File: config.mk
export PLATFORM = sky130hd
export DESIGN_NAME = ifetch_unit_flat
export DESIGN_NICKNAME = d
export VERILOG_FILES = /design/src/rtl/ifetch_if.sv /design/src/rtl/ifetch_unit.sv /design/src/flat_wrapper.sv
export SDC_FILE = /design/constraint.sdc
export NUM_CORES = 1
export LEC_CHECK = 0
export CAP_MARGIN = 40
export CORE_MARGIN = 2
export CORE_UTILIZATION = 52
export CTS_CLUSTER_DIAMETER = 100
export DETAILED_ROUTE_END_ITERATION = 6
export MAX_ROUTING_LAYER = met4
export PLACE_DENSITY = 0.81
export SLEW_MARGIN = 0
export SYNTH_ARGS = -nofsm -noshare
export SYNTH_HDL_FRONTEND = slang
export SYNTH_SLANG_ARGS = --single-unit
File: constraint.sdc
create_clock -name clk -period 15.7 [get_ports clk]
set_input_delay 3.14 -clock clk [delete_from_list [all_inputs] [get_ports clk]]
set_output_delay 3.14 -clock clk [all_outputs]
set_load 0.005 [all_outputs]
File: src/rtl/ifetch_if.sv
// rtl/ifetch_if.sv - fetch unit bus bundle: instruction memory, redirect, decode-side output
//
// Signals:
//   pc_addr / imem_*            fetch address out, same-cycle memory response in
//   redirect_en / redirect_pc   branch/jump/trap redirect request
//   out_*                       head FIFO entry toward decode (valid/ready handshake)
//   fault_wait                  fetch halted after a fault, waiting for redirect
// Modports: master = fetch unit side, slave = memory/decode/control side.
interface ifetch_if;
    logic [63:0] pc_addr;
    logic [31:0] imem_instr;
    logic        imem_exc_en;
    logic [3:0]  imem_exc_code;
    logic [63:0] imem_exc_val;
    logic        redirect_en;
    logic [63:0] redirect_pc;
    logic        out_valid;
    logic        out_ready;
    logic [63:0] out_pc;
    logic [31:0] out_instr;
    logic        out_exc_en;
    logic [3:0]  out_exc_code;
    logic [63:0] out_exc_val;
    logic        fault_wait;

    modport master (
        output pc_addr,
        input  imem_instr, imem_exc_en, imem_exc_code, imem_exc_val,
        input  redirect_en, redirect_pc,
        output out_valid,
        input  out_ready,
        output out_pc, out_instr, out_exc_en, out_exc_code, out_exc_val,
        output fault_wait
    );

    modport slave (
        input  pc_addr,
        output imem_instr, imem_exc_en, imem_exc_code, imem_exc_val,
        output redirect_en, redirect_pc,
        input  out_valid,
        output out_ready,
        input  out_pc, out_instr, out_exc_en, out_exc_code, out_exc_val,
        input  fault_wait
    );
endinterface

File: src/rtl/ifetch_unit.sv
// rtl/ifetch_unit.sv - instruction fetch unit with 2-entry output FIFO and fault halt
//
// Ports:
//   clk   rising-edge clock
//   rst   asynchronous active-high reset
//   fif   ifetch_if.master (pc_addr, imem_*, redirect_*, out_*, fault_wait)
// Parameters: RESET_PC (PC after reset), NOP_INSTR (instruction shown when no valid entry).
// Build option: IFETCH_MISALIGN_CHECK_EN - misaligned redirect targets raise a fetch
//   exception entry (code 0) instead of being silently aligned down.
module ifetch_unit #(
    parameter logic [63:0] RESET_PC  = 64'h0,
    parameter logic [31:0] NOP_INSTR = 32'h00000013
) (
    input logic       clk,
    input logic       rst,
    ifetch_if.master  fif
);
    typedef enum logic {FETCH, FAULT_WAIT} state_t;

    typedef struct packed {
        logic [63:0] pc;
        logic [31:0] instr;
        logic        exc_en;
        logic [3:0]  exc_code;
        logic [63:0] exc_val;
    } entry_t;

    entry_t      fifo_q [2];
    logic        wr_ptr;
    logic        rd_ptr;
    logic [1:0]  count;
    logic [63:0] pc;
    state_t      state;

    logic        out_valid;
    logic        pop;
    logic        push;
    entry_t      new_entry;
    entry_t      head;

    assign out_valid = (count != 2'd0);
    assign pop       = out_valid && fif.out_ready;
    // A pop in the same cycle frees the slot, so a full FIFO can still accept.
    assign push      = (state == FETCH) && !fif.redirect_en && ((count < 2'd2) || pop);

    always_comb begin
        new_entry          = '0;
        new_entry.pc       = pc;
        new_entry.instr    = fif.imem_exc_en ? NOP_INSTR : fif.imem_instr;
        new_entry.exc_en   = fif.imem_exc_en;
        new_entry.exc_code = fif.imem_exc_code;
        new_entry.exc_val  = fif.imem_exc_val;
    end

    always_ff @(posedge clk or posedge rst) begin
        if (rst) begin
            for (int i = 0; i < 2; i++) fifo_q[i] <= '0;
            wr_ptr <= 1'b0;
            rd_ptr <= 1'b0;
            count  <= 2'd0;
            pc     <= RESET_PC;
            state  <= FETCH;
        end else if (fif.redirect_en) begin
            // Redirect wins over everything: stale entries are dropped outright.
            wr_ptr <= 1'b0;
            rd_ptr <= 1'b0;
            count  <= 2'd0;
            state  <= FETCH;
`ifdef IFETCH_MISALIGN_CHECK_EN
            if (fif.redirect_pc[1:0] != 2'b00) begin
                fifo_q[0] <= '{pc: fif.redirect_pc, instr: NOP_INSTR, exc_en: 1'b1,
                               exc_code: 4'd0, exc_val: fif.redirect_pc};
                wr_ptr    <= 1'b1;
                count     <= 2'd1;
                pc        <= fif.redirect_pc;
                state     <= FAULT_WAIT;
            end else begin
                pc <= fif.redirect_pc;
            end
`else
            pc <= fif.redirect_pc & ~64'h3;
`endif
        end else begin
            if (push) begin
                fifo_q[wr_ptr] <= new_entry;
                wr_ptr         <= ~wr_ptr;
                if (fif.imem_exc_en) begin
                    state <= FAULT_WAIT;
                end else begin
                    pc <= pc + 64'd4;
                end
            end
            if (pop) rd_ptr <= ~rd_ptr;
            case ({push, pop})
                2'b10:   count <= count + 2'd1;
                2'b01:   count <= count - 2'd1;
                default: count <= count;
            endcase
        end
    end

    assign head             = fifo_q[rd_ptr];
    assign fif.pc_addr      = pc;
    assign fif.out_valid    = out_valid;
    assign fif.out_pc       = out_valid ? head.pc       : 64'd0;
    assign fif.out_instr    = out_valid ? head.instr    : NOP_INSTR;
    assign fif.out_exc_en   = out_valid ? head.exc_en   : 1'b0;
    assign fif.out_exc_code = out_valid ? head.exc_code : 4'd0;
    assign fif.out_exc_val  = out_valid ? head.exc_val  : 64'd0;
    assign fif.fault_wait   = (state == FAULT_WAIT);
endmodule
File: src/flat_wrapper.sv
// flat-port wrapper written by rule: the top's interface ports become plain ports
module ifetch_unit_flat 
#(
    parameter logic [63:0] RESET_PC  = 64'h0,
    parameter logic [31:0] NOP_INSTR = 32'h00000013
)
  (clk, rst, fif_pc_addr, fif_imem_instr, fif_imem_exc_en, fif_imem_exc_code, fif_imem_exc_val, fif_redirect_en, fif_redirect_pc, fif_out_valid, fif_out_ready, fif_out_pc, fif_out_instr, fif_out_exc_en, fif_out_exc_code, fif_out_exc_val, fif_fault_wait);
  ifetch_if fif_i ();
  input logic clk;
  input logic rst;
  output wire logic [$bits(fif_i.pc_addr)-1:0] fif_pc_addr;
  input wire logic [$bits(fif_i.imem_instr)-1:0] fif_imem_instr;
  input wire logic [$bits(fif_i.imem_exc_en)-1:0] fif_imem_exc_en;
  input wire logic [$bits(fif_i.imem_exc_code)-1:0] fif_imem_exc_code;
  input wire logic [$bits(fif_i.imem_exc_val)-1:0] fif_imem_exc_val;
  input wire logic [$bits(fif_i.redirect_en)-1:0] fif_redirect_en;
  input wire logic [$bits(fif_i.redirect_pc)-1:0] fif_redirect_pc;
  output wire logic [$bits(fif_i.out_valid)-1:0] fif_out_valid;
  input wire logic [$bits(fif_i.out_ready)-1:0] fif_out_ready;
  output wire logic [$bits(fif_i.out_pc)-1:0] fif_out_pc;
  output wire logic [$bits(fif_i.out_instr)-1:0] fif_out_instr;
  output wire logic [$bits(fif_i.out_exc_en)-1:0] fif_out_exc_en;
  output wire logic [$bits(fif_i.out_exc_code)-1:0] fif_out_exc_code;
  output wire logic [$bits(fif_i.out_exc_val)-1:0] fif_out_exc_val;
  output wire logic [$bits(fif_i.fault_wait)-1:0] fif_fault_wait;
  assign fif_pc_addr = fif_i.pc_addr;
  assign fif_i.imem_instr = fif_imem_instr;
  assign fif_i.imem_exc_en = fif_imem_exc_en;
  assign fif_i.imem_exc_code = fif_imem_exc_code;
  assign fif_i.imem_exc_val = fif_imem_exc_val;
  assign fif_i.redirect_en = fif_redirect_en;
  assign fif_i.redirect_pc = fif_redirect_pc;
  assign fif_out_valid = fif_i.out_valid;
  assign fif_i.out_ready = fif_out_ready;
  assign fif_out_pc = fif_i.out_pc;
  assign fif_out_instr = fif_i.out_instr;
  assign fif_out_exc_en = fif_i.out_exc_en;
  assign fif_out_exc_code = fif_i.out_exc_code;
  assign fif_out_exc_val = fif_i.out_exc_val;
  assign fif_fault_wait = fif_i.fault_wait;
  ifetch_unit #(.RESET_PC(RESET_PC), .NOP_INSTR(NOP_INSTR)) u_core (.clk(clk), .rst(rst), .fif(fif_i));
endmodule
* Word-level counts from Yosys, hierarchy flattened
Cells that the tools add are included.
** Word-level totals
- Input port bits :: 169
- Flip-flop bits (word level) :: 399
- Output and inout bits :: 231
- Word-level logic and storage cells :: 69
** Operators by class
- Order comparisons :: 4
- Reductions and logical operators :: 14
- $add $sub $neg :: 3
- Muxes and demuxes :: 24
- Equality and inequality tests :: 3
- Bitwise gates (word level) :: 6
** Operators by type and width (number)
- two-way mux 165 bit :: 4
- bitwise mux 330 bit :: 1
- two-way mux 64 bit :: 5
- demux 165 bit (select 1 bit) :: 1
- adder 64 x 3 -> 64 bit (second input constant) :: 1
- two-way mux 32 bit :: 2
- two-way mux 1 bit :: 8
- nonzero test 2 bit :: 4
- AND reduction 2 bit :: 3
- >= comparator 2 bit (second input constant) :: 2
- logical AND 1 bit :: 4
- two-way mux 4 bit :: 1
- NOT 1 bit :: 4
- NOT 1 -> 2 bit :: 2
- case mux 2 bit (2 select lines) :: 1
- nonzero test 3 bit :: 1
- adder 2 x 1 -> 2 bit (second input constant) :: 1
- equality test 2 x 1 -> 1 bit (second input constant) :: 1
- equality test 2 bit (second input constant) :: 1
- < comparator 2 x 1 -> 1 bit (second input constant) :: 1
- < comparator 2 bit (second input constant) :: 1
- two-way mux 2 bit :: 1
- != test 2 x 1 -> 1 bit (second input constant) :: 1
- subtractor 2 x 1 -> 2 bit (second input constant) :: 1
- 2 further kinds :: 2

* Longest topological paths before layout
- Word-level depth :: 7
- Depth in mapped cells :: 8
- Depth with buffers taken out :: 6

* Least setup slack after synthesis
No wires, ideal clock.
- Path kind :: input-to-reg
- Start point :: in fif_imem_exc_en
- End point :: reg u_core.pc[38], in the netlist u_core.fif.pc_addr[38]
- Data required time :: 15.631 ns
- Path slack :: 10.659 ns
- Stages on the path :: 8
- Data arrival time :: 4.972 ns
- Buffers on the path :: 3
- Setup time :: 0.069 ns
- Path through :: clkbuf_1 > nand2b_1 > or3_1 > or4_1 > buf_2 > buf_2 > or4_1 > nand3_1
** On the way
- Word-level cells in the longest chain between the ends :: 2
** Ends and longest elaborated chain
- start: declaration :: line flat_wrapper.sv:13 : input wire logic [$bits(fif_i.imem_exc_en)-1:0] fif_imem_exc_en;
- != test 2 x 1 -> 1 bit (no source line)
- AND reduction 2 bit (no source line)
- end signal: assignment :: line ifetch_unit.sv:81 : pc <= fif.redirect_pc & ~64'h3;
- end signal: assignment :: line ifetch_unit.sv:90 : pc <= pc + 64'd4;
- end: declaration :: line ifetch_unit.sv:32 : logic [63:0] pc;
No other way between the ends.
A chain may end at the register's enable or synchronous reset.

* Worst setup path after layout
- Start point :: reg u_core.count[1]
- End point :: out fif_out_instr[0]
** On the way
- Word-level cells in the longest chain between the ends :: 2
** Ends and longest elaborated chain
- start: declaration :: line ifetch_unit.sv:31 : logic [1:0] count;
- start signal: assignment :: line ifetch_unit.sv:95 : 2'b10: count <= count + 2'd1;
- start signal: assignment :: line ifetch_unit.sv:96 : 2'b01: count <= count - 2'd1;
- start signal: assignment :: line ifetch_unit.sv:97 : default: count <= count;
- nonzero test 2 bit :: line ifetch_unit.sv:41 : assign out_valid = (count != 2'd0);
- two-way mux 32 bit :: line ifetch_unit.sv:106 : assign fif.out_instr = out_valid ? head.instr : NOP_INSTR;
- end: declaration :: line flat_wrapper.sv:21 : output wire logic [$bits(fif_i.out_instr)-1:0] fif_out_instr;
No other way between the ends.

==> results.txt <==
----------------------------------------------------
[Run status]
  Run status ... finished, final reports clean

[Synth]
  Post-synth EDFFs ... 0
  Gate count after technology mapping ... 2272
  Most used flip-flop cell after synthesis ... sky130_fd_sc_hd__dfrtp_1
  Proportion of netlist area held by the largest area contributor ... 0.513
  Synth unique cells ... 44
  Seq/Total Area, Yosys ... 0.513
  Yosys warning count ... 0
  Dominant cell type by area after synthesis ... sky130_fd_sc_hd__dfrtp_1
  Avg Synthesized Cell Area ... 8.43 um2
  Yosys reg bits ... 393
  Cell area after technology mapping ... 0.0192 mm2
  Share of flip-flops with an asynchronous set or reset after synthesis ... 1.00
  Leading cell types by total area after synthesis ... sky130_fd_sc_hd__dfrtp_1 51%, sky130_fd_sc_hd__nand2_1 17%, sky130_fd_sc_hd__mux2i_1 8.7%, sky130_fd_sc_hd__nor2_1 4.0%, sky130_fd_sc_hd__o21ai_0 3.1%

[Global routing]
  Total global routing track utilization ... 0.298
  Number of global-route vias before repair ... 16800
  Number of antenna violations at the first check in global routing ... 3
  Total gr overflow ... 0
  First-pass GRT wire length ... 89100 um
  Largest net degree at the start of global routing ... 175

[Critical path]
  Peak per-stage delay on the critical path ... 0.59 ns
  Slowest cell on the critical path ... sky130_fd_sc_hd__buf_4
  Crit path max-delay family ... buffers and inverters
  Cells on worst reg2reg path ... 7
  Data required time at the worst endpoint ... 12.56 ns
  Register-to-register path setup slack ... 12.40 ns
  Number of buffers and inverters on the critical path ... 4
  Kind of start point of the critical path ... register
  Worst r2r src ... u_core.count[1]
  Critical path class ... register to output pin
  Worst path cell trace ... nor2_4 > buf_16 > buf_4 > inv_1 > nand2_1 > clkdlybuf4s50_1
  Type of destination of the critical path ... output pin
  Worst setup path startpoint ... u_core.count[1]
  Highest net fanout along the worst path ... 61
  Crit path capture ... fif_out_instr[0]
  Endpoint of the most critical register-to-register path ... u_core.fifo_q[256]
  Number of cells on the critical path ... 6
  Data arrival, critical path ... 3.48 ns

[Timing]
  Total negative setup slack ... 0 ns
  Number of hold-slack violations in the final timing report ... 0
  Final Max Slew Viols ... 0
  Max-slew headroom ... 0.357
  Post-route fraction of the period consumed by the critical path ... 0.422
  Maximum achievable frequency ... 0.151 GHz
  Slew @ Worst Pin ... 0.964 ns
  RSZ-0062 raised after global routing ... false
  Post-Route Skew ... 0.0169 ns
  Shortest period the worst path allows ... 6.62 ns
  Number of setup violations in the final report ... 0

[Floorplan]
  Floorplan Core Area ... 0.0364 mm2
  Die height ... 196 um
  Die Footprint ... 0.0384 mm2
  Core Rows ... 70
  Initial core utilization ... 0.526
  Width of the chip ... 196 um
  Number of primary I/O pins ... 400

[Worst hold path]
  Path class of the lowest-slack min-delay path ... register to register
  Hold path depth ... 2

[Finish]
  Fraction of final layout cells with drive strength greater than 1 ... 0.0430
  Post-route insts no fill ... 3027
  Count of filler cells inserted in the layout ... 2812
  Layout Nets ... 2695
  Highest-count cells in the layout ignoring fill and taps ... 891 x sky130_fd_sc_hd__nand2_1, 392 x sky130_fd_sc_hd__clkdlybuf4s50_1, 392 x sky130_fd_sc_hd__dfrtp_1
  Final core utilization ... 0.672
  Leading cell type in the layout, fill and taps excluded ... sky130_fd_sc_hd__nand2_1
  Layout-stage area growth over the synthesis result ... 27.8%

[Route]
  Residual antenna-violating net count after detailed routing ... 0
  DRC violations left ... 0
  First-pass DRT Iterations ... 5
  Wirelength per Cell ... 18.4 um
  Overall via count from detail_route ... 16800
  Iter 0 DRT Violations ... 1229
  Via density per instance ... 5.56
  Total wirelength of the detailed-routed design ... 55600 um

[Clock network]
  TritonCTS buffer count ... 43
  Clock latency at the later pin of the worst-skew pair ... 0.55 ns
  Clk buf depth ... 3
  H-tree depth ... 2
  Clock tree root driver cell ... sky130_fd_sc_hd__clkbuf_16
  Clock tree from TritonCTS ... yes
  Clock tree sinks ... 393
  Number of buffers added for setup after CTS ... 0
  Cells resized by post-CTS repair ... 0
  Clock-pin slew of the registers on the worst-case setup and hold paths ... 0.05 ns
  Hold-fix buffer count after cts ... 0

[Power]
  PD cells ... 129 mW/mm2
  Worst IR drop on VDD ... 0.0943 mV
  Static leakage ... 11.1 nW

[Placement]
  Post-Place Cells ... 2948
  Routability Congestion ... 0.849
  Total of buffers placed on input and output ports ... 393
  DP HPWL ... 36200 um

[Flow run]
  # Max-Cap Violations ... 0

----------------------------------------------------
[per-stage QoR]
stage / hold WS (ns) / worst slack (ns) / cell area (um2) / total power [mW]
floorplan: 0.445 / 1.63 / 19200 / 1.82
global placement: 0.456 / 8.82 / 22800 / 2.12
detailed placement: 0.462 / 9.25 / 23100 / 2.17
CTS: 0.476 / 9.07 / 24500 / 3.18
global route: 0.487 / 8.88 / 24500 / 3.33
finish: 0.472 / 9.08 / 24500 / 3.16
[synthesized netlist by cell type (9+ instances only)]
| cell | instances |
|---|---|
| sky130_fd_sc_hd__nand3_1 | 35 |
| sky130_fd_sc_hd__clkbuf_1 | 134 |
| sky130_fd_sc_hd__inv_1 | 12 |
| sky130_fd_sc_hd__nand2_1 | 892 |
| sky130_fd_sc_hd__buf_4 | 66 |
| sky130_fd_sc_hd__or3_1 | 13 |
| sky130_fd_sc_hd__nor4_1 | 25 |
| sky130_fd_sc_hd__or4_1 | 19 |
| sky130_fd_sc_hd__nor2_1 | 206 |
| sky130_fd_sc_hd__o21ai_0 | 117 |
| sky130_fd_sc_hd__xnor2_1 | 22 |
| sky130_fd_sc_hd__nand2b_1 | 32 |
| sky130_fd_sc_hd__dfrtp_1 | 393 |
| sky130_fd_sc_hd__nor3_1 | 9 |
| sky130_fd_sc_hd__mux2i_1 | 167 |
| sky130_fd_sc_hd__nand4_1 | 26 |
| sky130_fd_sc_hd__xor2_1 | 11 |
| sky130_fd_sc_hd__a31oi_1 | 15 |
[worst min-delay path, cell delays in order (launching register included)]
cell                      delay, ns
sky130_fd_sc_hd__dfrtp_1       0.34
sky130_fd_sc_hd__nand2_1       0.05
sky130_fd_sc_hd__nand2_1       0.05
[area by class of cell]
cell class / count / area, um2 / share of cell area
clock buffers: 64 / 1290 / 0.0526
clock inverters: 12 / 116 / 0.00475
inverters: 12 / 52.6 / 0.00215
well taps: 468 / 586 / 0.0239
diodes: 3 / 7.51 / 0.000306
repair buffers: 420 / 4340 / 0.177
multi-input cells: 1655 / 8260 / 0.337
flip-flops and latches: 393 / 9840 / 0.402
[how the worst min path moves through the flow]
stage | start | endpoint
3_5_place_dp | u_core.fifo_q[187] | u_core.fifo_q[187]
2_1_floorplan | u_core.fifo_q[165] | u_core.fifo_q[165]
3_3_place_gp | u_core.fifo_q[196] | u_core.fifo_q[196]
6_report | u_core.fifo_q[39] | u_core.fifo_q[39]
4_1_cts | u_core.fifo_q[165] | u_core.fifo_q[165]
5_1_grt | u_core.fifo_q[11] | u_core.fifo_q[11]
[layer usage]
| layer | GRT usage | vias to the layer above | wire length, um |
|---|---|---|---|
| li1 | - | 7791 | - |
| met4 | 0.109 | 0 | 2120 |
| met2 | 0.465 | 721 | 26000 |
| met1 | 0.387 | 8196 | 23000 |
| met3 | 0.0607 | 133 | 4450 |
| met5 | - | - | 0 |
[sequential cells by signal, summed over array words and instances, names as in the netlist]
name	count
u_core.fifo_q	326
u_core.fif.pc_addr	62
u_core.count	2
u_core.fif.fault_wait	1
u_core.rd_ptr	1
u_core.wr_ptr	1
[power by group]
group	internal, mW	switching (mW)
Sequential	1.25	0.160
Combinational	0.372	0.382
Clock	0.598	0.400
Total	2.22	0.943
[logic make-up (layout without fill, tap and decap cells)]
family                     Yosys count  after routing  synth area share
xor gates and xnor gates            33             33            0.0151
AOI/OAI and AO/OA                  163            163            0.0475
other                                1              7          0.000196
muxes                              169            169            0.0884
and+or+nand+nor                   1285           1285             0.277
adders and majority gates            1              1          0.000653
DFF                                393            393             0.513
buffers and inverters              227            508            0.0578
(Power assumes the default switching activity.)
